==> config.mk <==
export PLATFORM = sky130hd
export DESIGN_NAME = dmem_arbiter
export DESIGN_NICKNAME = d
export VERILOG_FILES = /design/src/rtl/dmem_arbiter.sv
export SDC_FILE = /design/constraint.sdc
export NUM_CORES = 1
export LEC_CHECK = 0
export ABC_CLOCK_PERIOD_IN_PS = 1900
export CAP_MARGIN = 20
export CORE_AREA = 2 2 123 125
export DETAILED_ROUTE_END_ITERATION = 10
export DIE_AREA = 0 0 125 127
export HOLD_SLACK_MARGIN = 0.12
export PLACE_DENSITY = 0.59
export SYNTH_ARGS = -nofsm -noshare
export SYNTH_HDL_FRONTEND = slang
export SYNTH_SLANG_ARGS = --single-unit
export TNS_END_PERCENT = 50
==> constraint.sdc <==
create_clock -name clk_i -period 1.9 [get_ports clk_i]
set_input_delay 0.285 -clock clk_i [delete_from_list [all_inputs] [get_ports clk_i]]
set_output_delay 0.285 -clock clk_i [all_outputs]
set_load 0.01 [all_outputs]
==> src/rtl/dmem_arbiter.sv <==
// -----------------------------------------------------------------------------
// dmem_arbiter
//
// Shares the single data-memory port between the core LSU (master 0) and a
// secondary bus master such as a loader or DMA engine (master 1). One master,
// or none, is granted per cycle with zero latency. Read data from the
// synchronous memory is steered back to the master that issued the read.
// Master 1 may lock the port, but while master 0 is waiting the lock is
// force-released after MAX_LOCK consecutive locked grants.
//
// Ports
//   clk_i, rstn_i            clock, synchronous active-low reset
//   mX_en_i                  access request from master X
//   mX_addr_i / mX_read_i    address, 1 = read / 0 = write
//   mX_wsel_byte_i           write byte enables
//   mX_wdata_i               write data
//   m1_lock_i                master 1 wants to keep the grant on later cycles
//   mX_gnt_o                 request accepted this cycle
//   mX_rvalid_o / mX_rdata_o read response, one cycle after a read grant
//   dmem_*_o                 memory port (all zero when nothing is granted)
//   dmem_rdata_i             memory read data, valid the cycle after a read
// -----------------------------------------------------------------------------
module dmem_arbiter #(
   parameter int ADDR_W   = 32,
   parameter int DATA_W   = 32,
   parameter int MAX_LOCK = 8
) (
   input  logic                clk_i,
   input  logic                rstn_i,
   input  logic                m0_en_i,
   input  logic [ADDR_W-1:0]   m0_addr_i,
   input  logic                m0_read_i,
   input  logic [DATA_W/8-1:0] m0_wsel_byte_i,
   input  logic [DATA_W-1:0]   m0_wdata_i,
   input  logic                m1_en_i,
   input  logic [ADDR_W-1:0]   m1_addr_i,
   input  logic                m1_read_i,
   input  logic [DATA_W/8-1:0] m1_wsel_byte_i,
   input  logic [DATA_W-1:0]   m1_wdata_i,
   input  logic                m1_lock_i,
   output logic                m0_gnt_o,
   output logic                m1_gnt_o,
   output logic                m0_rvalid_o,
   output logic                m1_rvalid_o,
   output logic [DATA_W-1:0]   m0_rdata_o,
   output logic [DATA_W-1:0]   m1_rdata_o,
   output logic                dmem_en_o,
   output logic [ADDR_W-1:0]   dmem_addr_o,
   output logic                dmem_read_o,
   output logic [DATA_W/8-1:0] dmem_wsel_byte_o,
   output logic [DATA_W-1:0]   dmem_wdata_o,
   input  logic [DATA_W-1:0]   dmem_rdata_i
);

   localparam int CNT_W = $clog2(MAX_LOCK + 1);
   localparam logic [CNT_W-1:0] LOCK_MAX = CNT_W'(MAX_LOCK);

   typedef enum logic {
      MST_0 = 1'b0,
      MST_1 = 1'b1
   } master_e;

   master_e          last_q, last_d;
   logic [CNT_W-1:0] lock_cnt_q, lock_cnt_d;
   // Set when master 1 was granted last cycle with its lock request raised.
   logic             lock_q, lock_d;
   logic [1:0]       rsp_owner_q, rsp_owner_d;

   logic             gnt0, gnt1;
   logic             lock_active;
   logic [1:0]       rsp_valid;
   logic [DATA_W-1:0] rdata_mst [2];

   // Grant decision. Reset forces all grants low regardless of requests.
   always_comb begin
      gnt0 = 1'b0;
      gnt1 = 1'b0;
      // Dropping m1_lock_i releases the lock in the very same cycle.
      lock_active = lock_q & m1_lock_i;
      if (rstn_i) begin
         if (m0_en_i && !m1_en_i) begin
            gnt0 = 1'b1;
         end else if (m1_en_i && !m0_en_i) begin
            gnt1 = 1'b1;
         end else if (m0_en_i && m1_en_i) begin
            if (lock_active) begin
               // Forced release once the locked run reaches its bound.
               if (lock_cnt_q < LOCK_MAX) gnt1 = 1'b1;
               else                       gnt0 = 1'b1;
            end else if (last_q == MST_1) begin
               gnt0 = 1'b1;
            end else begin
               gnt1 = 1'b1;
            end
         end
      end
   end

   // Next-state logic for the arbitration and response-tracking registers.
   always_comb begin
      last_d      = last_q;
      lock_cnt_d  = '0;
      lock_d      = gnt1 & m1_lock_i;
      rsp_owner_d = {gnt1 & m1_read_i, gnt0 & m0_read_i};

      if (gnt0) last_d = MST_0;
      if (gnt1) last_d = MST_1;

      // Only contended locked grants consume the lock budget; an uncontended
      // lock keeps whatever count it has.
      if (gnt1 && m1_lock_i) begin
         if (!m0_en_i)                    lock_cnt_d = lock_cnt_q;
         else if (lock_cnt_q != LOCK_MAX) lock_cnt_d = lock_cnt_q + CNT_W'(1);
         else                             lock_cnt_d = LOCK_MAX;
      end
   end

   always_ff @(posedge clk_i) begin
      if (!rstn_i) begin
         last_q      <= MST_1;     // master 0 wins the first contention
         lock_cnt_q  <= '0;
         lock_q      <= 1'b0;
         rsp_owner_q <= 2'b00;
      end else begin
         last_q      <= last_d;
         lock_cnt_q  <= lock_cnt_d;
         lock_q      <= lock_d;
         rsp_owner_q <= rsp_owner_d;
      end
   end

   // Memory port mux; everything is zero when nothing is granted.
   always_comb begin
      dmem_en_o        = 1'b0;
      dmem_addr_o      = '0;
      dmem_read_o      = 1'b0;
      dmem_wsel_byte_o = '0;
      dmem_wdata_o     = '0;
      if (gnt0) begin
         dmem_en_o        = 1'b1;
         dmem_addr_o      = m0_addr_i;
         dmem_read_o      = m0_read_i;
         dmem_wsel_byte_o = m0_wsel_byte_i;
         dmem_wdata_o     = m0_wdata_i;
      end else if (gnt1) begin
         dmem_en_o        = 1'b1;
         dmem_addr_o      = m1_addr_i;
         dmem_read_o      = m1_read_i;
         dmem_wsel_byte_o = m1_wsel_byte_i;
         dmem_wdata_o     = m1_wdata_i;
      end
   end

   assign m0_gnt_o = gnt0;
   assign m1_gnt_o = gnt1;

   // A response pending across a reset assertion is dropped by this mask.
   assign rsp_valid = rsp_owner_q & {2{rstn_i}};

   for (genvar gi = 0; gi < 2; gi++) begin : g_rsp
      assign rdata_mst[gi] = rsp_valid[gi] ? dmem_rdata_i : '0;
   end

   assign m0_rvalid_o = rsp_valid[0];
   assign m1_rvalid_o = rsp_valid[1];
   assign m0_rdata_o  = rdata_mst[0];
   assign m1_rdata_o  = rdata_mst[1];

endmodule

Yosys cells after proc, flatten, opt, wreduce, memory -nomap -nowiden
Cells that the tools add are included.
{"block": "classes", "addsub": 1, "n_lt_le_gt_ge": 1, "eq_ne": 1, "mux": 27, "n_bitwise": 6, "n_reduce_logical": 8}
{"operator": "32-bit 2-to-1 mux", "n": 6}
{"operator": "1-bit 2-to-1 mux", "n": 18}
{"operator": "4-bit 2-to-1 mux", "n": 3}
{"operator": "4-bit by 1-bit adder with 4-bit output (second input constant)", "n": 1}
{"operator": "1-bit bitwise AND", "n": 4}
{"operator": "1-bit logical AND", "n": 4}
{"operator": "4-bit less-than comparator (second input constant)", "n": 1}
{"operator": "4-bit != test (second input constant)", "n": 1}
{"operator": "2-bit bitwise AND", "n": 1}
{"operator": "1-bit zero test", "n": 2}
{"operator": "2-bit AND reduction", "n": 1}
{"operator": "2-bit OR reduction", "n": 1}
{"operator": "1-bit NOT", "n": 1}
{"block": "totals", "register_bits": 8, "in_bits": 175, "out_inout_bits": 138}

Depth between registers and ports, before layout
{"block": "logic_depth", "word_depth": 9, "ltp_mapped": 6}

Least setup slack after synthesis
No wires, ideal clock.
{"block": "synth_path", "kind": "flip-flop to output port", "from": "register lock_cnt_q[3]", "to": "output port m0_gnt_o", "arrival_ns": 1.322, "path_slack_ns": 0.293, "path_stages_with_launch": 6, "path_buffers": 2, "cell_sequence": "dfxtp_1 > and4b_1 > a311o_1 > buf_6 > buf_6 > nor2_1"}
{"block": "synth_via", "elab_chain_cells": 7}
{"element": "start, declared", "line_no": "64", "rtl": "logic [CNT_W-1:0] lock_cnt_q, lock_cnt_d;"}
{"element": "start signal, assigned", "line_no": "126", "rtl": "lock_cnt_q <= lock_cnt_d;"}
{"element": "4-bit less-than comparator", "line_no": "88", "rtl": "if (lock_cnt_q < LOCK_MAX) gnt1 = 1'b1;"}
{"element": "1-bit 2-to-1 mux", "line_no": "88"}
{"element": "1-bit 2-to-1 mux", "line_no": "86", "rtl": "if (lock_active) begin"}
{"element": "1-bit 2-to-1 mux", "line_no": "85", "rtl": "end else if (m0_en_i && m1_en_i) begin"}
{"element": "1-bit 2-to-1 mux", "line_no": "83", "rtl": "end else if (m1_en_i && !m0_en_i) begin"}
{"element": "1-bit 2-to-1 mux", "line_no": "81", "rtl": "if (m0_en_i && !m1_en_i) begin"}
{"element": "1-bit 2-to-1 mux", "line_no": "80", "rtl": "if (rstn_i) begin"}
{"element": "end, declared", "line_no": "41", "rtl": "output logic m0_gnt_o,"}
Every way passes these cells.

Worst setup path in the final report
{"block": "layout_path", "from": "register lock_cnt_q[3]", "to": "output port dmem_addr_o[27]"}
{"block": "layout_via", "elab_chain_cells": 9}
{"element": "4-bit less-than comparator *", "line_no": "88"}
{"element": "1-bit 2-to-1 mux", "line_no": "88"}
{"element": "1-bit 2-to-1 mux", "line_no": "86"}
{"element": "1-bit 2-to-1 mux", "line_no": "85"}
{"element": "1-bit 2-to-1 mux", "line_no": "83"}
{"element": "1-bit 2-to-1 mux", "line_no": "81"}
{"element": "1-bit 2-to-1 mux", "line_no": "80"}
{"element": "32-bit 2-to-1 mux", "line_no": "145", "rtl": "end else if (gnt1) begin"}
{"element": "32-bit 2-to-1 mux *", "line_no": "139", "rtl": "if (gnt0) begin"}
{"element": "end, declared", "line_no": "48", "rtl": "output logic [ADDR_W-1:0] dmem_addr_o,"}
Every way passes the cells marked *; elsewhere a longest branch is shown, timed or not.

==> results.md <==
- Insertion delay to the later sink of the worst-skew pair: 0.23 ns
- Layout Cells excl Fill: 866
- Hold Path Cell Cnt: 3
- Worst Skew: 0.00315 ns
- Dominant cells by area after synthesis: sky130_fd_sc_hd__o22ai_2, sky130_fd_sc_hd__nand2_1, sky130_fd_sc_hd__and3_1
- Yosys warning total: 0
- Element type at the critical path start: flip-flop
- Post-layout total power: 0.00183 W
- Initial core utilization: 16.9%
- Detailed Route WL: 13000 µm
- I/O pin cnt: 313
- Antenna-violating nets left: 0
- Placed instance count: 848
- Post-detailed-route via-to-cell ratio: 4.46
- Via count of the first global-routing pass: 3867
- Die span in y: 127 µm
- Final cell area excluding filler cells: 0.00617 mm²
- Clock tree from TritonCTS: built
- Slew at the pin with the worst max-slew slack: 0.276 ns
- Fraction of synthesized cell area taken by the top area cell type: 34.9%
- GRT Residual Overflow: 0
- Number of iterations in the first detailed-routing pass: 6
- Proportion of layout cells with a drive suffix above 1: 29.0%
- Antenna violations before repair: 0
- Violated checks: negative setup slack
- Final count of pins violating max slew: 0
- Post-synth top area cell: sky130_fd_sc_hd__o22ai_2
- Number of synthesized register bits: 8
- Master of the slowest instance on the critical path: sky130_fd_sc_hd__a311o_2
- Clock-pin slew reported for the worst setup and hold paths after clock tree synthesis: 0.04 ns
- Logic pwr share: 71.0%
- Outcome: complete, but fails checks
- Largest stage delay on the critical path: 0.41 ns
- Slack of the critical path: -0.107 ns
- Mean Syn Cell Area: 6.67 µm²
- CTS Buf Count: 3
- Sequential area share after synthesis: 6.58%
- Max-cap violations: 0
- Instance area at placement: 0.00588 mm²
- Routability cong.: 0.814
- Clock tree buffer depth: 2
- IO buf count: 312
- Data required time of the worst path: 1.62 ns
- Cell variety after synth: 26
- CTS Root Buffer Type: sky130_fd_sc_hd__clkbuf_16
- Power per standard cell area: 297 mW/mm²
- Total DRC errors in the routed layout: 0
- HPWL after detailed placement: 10200 µm
- Max H-tree Level: 1
- Achievable clock frequency: 498 MHz
- Critical setup path kind: flip-flop to primary output
- Leading cell types in the layout, fill and taps excluded: sky130_fd_sc_hd__clkdlybuf4s50_1, sky130_fd_sc_hd__nand2_1, sky130_fd_sc_hd__and3_1
- Overall Global Routing Usage: 14.9%
- Ratio of final minimum period to clock period: 106%
- Critical Path Fanout Max: 8
- Hold-fix buffer count after cts: 0
- DR iter-0 viols: 99
- Layout filler cell count: 1435
- Category of the worst setup path capture point: primary output
- Cell breakdown of the critical path: and4b_1 -> a311o_2 -> buf_6 -> buf_16 -> o22ai_1 -> buf_2
- Number of clock sinks: 8
- Total die area: 0.0159 mm²
- Worst vdd ir: 0.311 mV
- Total negative setup slack: -5.87 ns
- Mapped Nets: 542
- Leading cell type in the layout, fill and taps excluded: sky130_fd_sc_hd__clkdlybuf4s50_1
- Routed wire per std cell: 15.0 µm
- Worst min-delay path category: input pin to flip-flop
- Worst EP arrival: 1.72 ns
- Internal Power: 0.00121 W
- Unrepaired setup endpoints after global routing: yes
- Die span in x: 125 µm
- Sequential share of power: 9.7%
- Net count of the finished layout: 861
- Count of vias placed by the detailed router: 3865
- Global-route wire length before repair: 19700 µm
- Final min period: 2.01 ns
- Clock network power share: 19.3%
- Share of the core filled with cells: 42.8%
- Gate count of the mapped netlist: 365
- Number of cells traversed by the worst register-to-register path: 5
- Switch share: 34.1%
- Core footprint: 0.0144 mm²
- Maximum number of pins on one net before global-route repair: 40
- Number of hold violations in the final report: 0
- Area growth from synthesis to final layout: 153%
- N_diodes: 0
- Static leakage: 2.70 nW
- Relative slew slack: 81.6%
- Post-synth design cell area: 0.00243 mm²
- Endpoints failing setup: 70
- Count of standard-cell rows: 44
- Power spent charging and discharging nets: 0.000625 W
-- worst paths after layout --
| check | to | slack, ns | start |
|---|---|---|---|
| max | dmem_addr_o[27] | -0.11 | lock_cnt_q[3] |
| min | rsp_owner_q[1] | 0.48 | m1_en_i |
| max reg2reg | lock_cnt_q[2] | 0.42 | lock_cnt_q[0] |
| min reg2reg | lock_cnt_q[2] | 0.50 | lock_cnt_q[2] |
-- power by group through the flow --
stage	logic (W)	clock network (W)	registers, W
6_report	0.00130	0.000354	0.000177
5_1_grt	0.00139	0.000375	0.000178
4_1_cts	0.00119	0.000366	0.000177
3_5_place_dp	0.00121	0	0.000180
3_3_place_gp	0.00120	0	0.000179
2_1_floorplan	0.000489	0	0.000179
-- per-layer routing --
layer	wire length [µm]	GRT usage [%]
met3	981	3.43
met4	177	2.75
met1	4970	16.5
met2	6900	29.3
met5	0	0
-- worst max-delay path, delay by kind of cell (launching register included) --
family / cells / cell delay [ns]
buf+inv: 3 / 0.46
simple gates: 1 / 0.20
compound gates: 2 / 0.51
flops: 1 / 0.32
-- cells in the mapped netlist, drive strengths merged --
library cell  number
a211oi             2
a311o              1
and2               3
and3              64
and4b              1
buf               20
clkbuf            26
dfxtp              8
ha                 2
inv                7
mux2i              1
nand2            144
nand3              1
nand4              2
nor2               6
nor3               2
o2111ai            1
o211ai             2
o21ai              1
o22ai             69
or3b               1
xor2               1
-- cell families (layout without fill, tap and decap cells) --
| group | Yosys count | after routing | share of synthesized area [%] |
|---|---|---|---|
| AOI/OAI and AO/OA | 76 | 76 | 37.4 |
| DFF | 8 | 8 | 6.58 |
| adders and majority gates | 2 | 2 | 1.03 |
| muxes | 1 | 1 | 0.411 |
| buffers and inverters | 53 | 370 | 11.9 |
| and+or+nand+nor | 224 | 224 | 42.3 |
| xor gates and xnor gates | 1 | 1 | 0.360 |
-- final cells by class --
class	count	area, µm²	share of cell area (%)
clock buffers	3	75.1	1.22
inverters	7	26.3	0.426
multi-input cells	304	2140	34.7
flip-flops and latches	8	163	2.64
well taps	184	230	3.73
repair buffers	360	3530	57.2
-- what timing repair did --
item                                    CTS  global route
endpoints found under the hold margin     0             0
buffers inserted                          8             1
pin swaps                                16             2
endpoints found under the setup margin   71            70
gates cloned                              4             2
resized for setup                       304            47
-- registers in the layout, summed over array words and instances, names as in the netlist --
| signal | cells |
|---|---|
| last_q | 1 |
| lock_cnt_q | 4 |
| lock_q | 1 |
| rsp_owner_q | 2 |
-- stage by stage --
stage / setup WS, ns / hold slack [ns]
3_3_place_gp: -0.735 / 0.480
5_1_grt: -0.182 / 0.510
2_1_floorplan: 0.293 / 0.435
3_5_place_dp: -0.782 / 0.496
6_report: -0.107 / 0.476
4_1_cts: -0.104 / 0.476
Power figures use the tool's default switching activity.
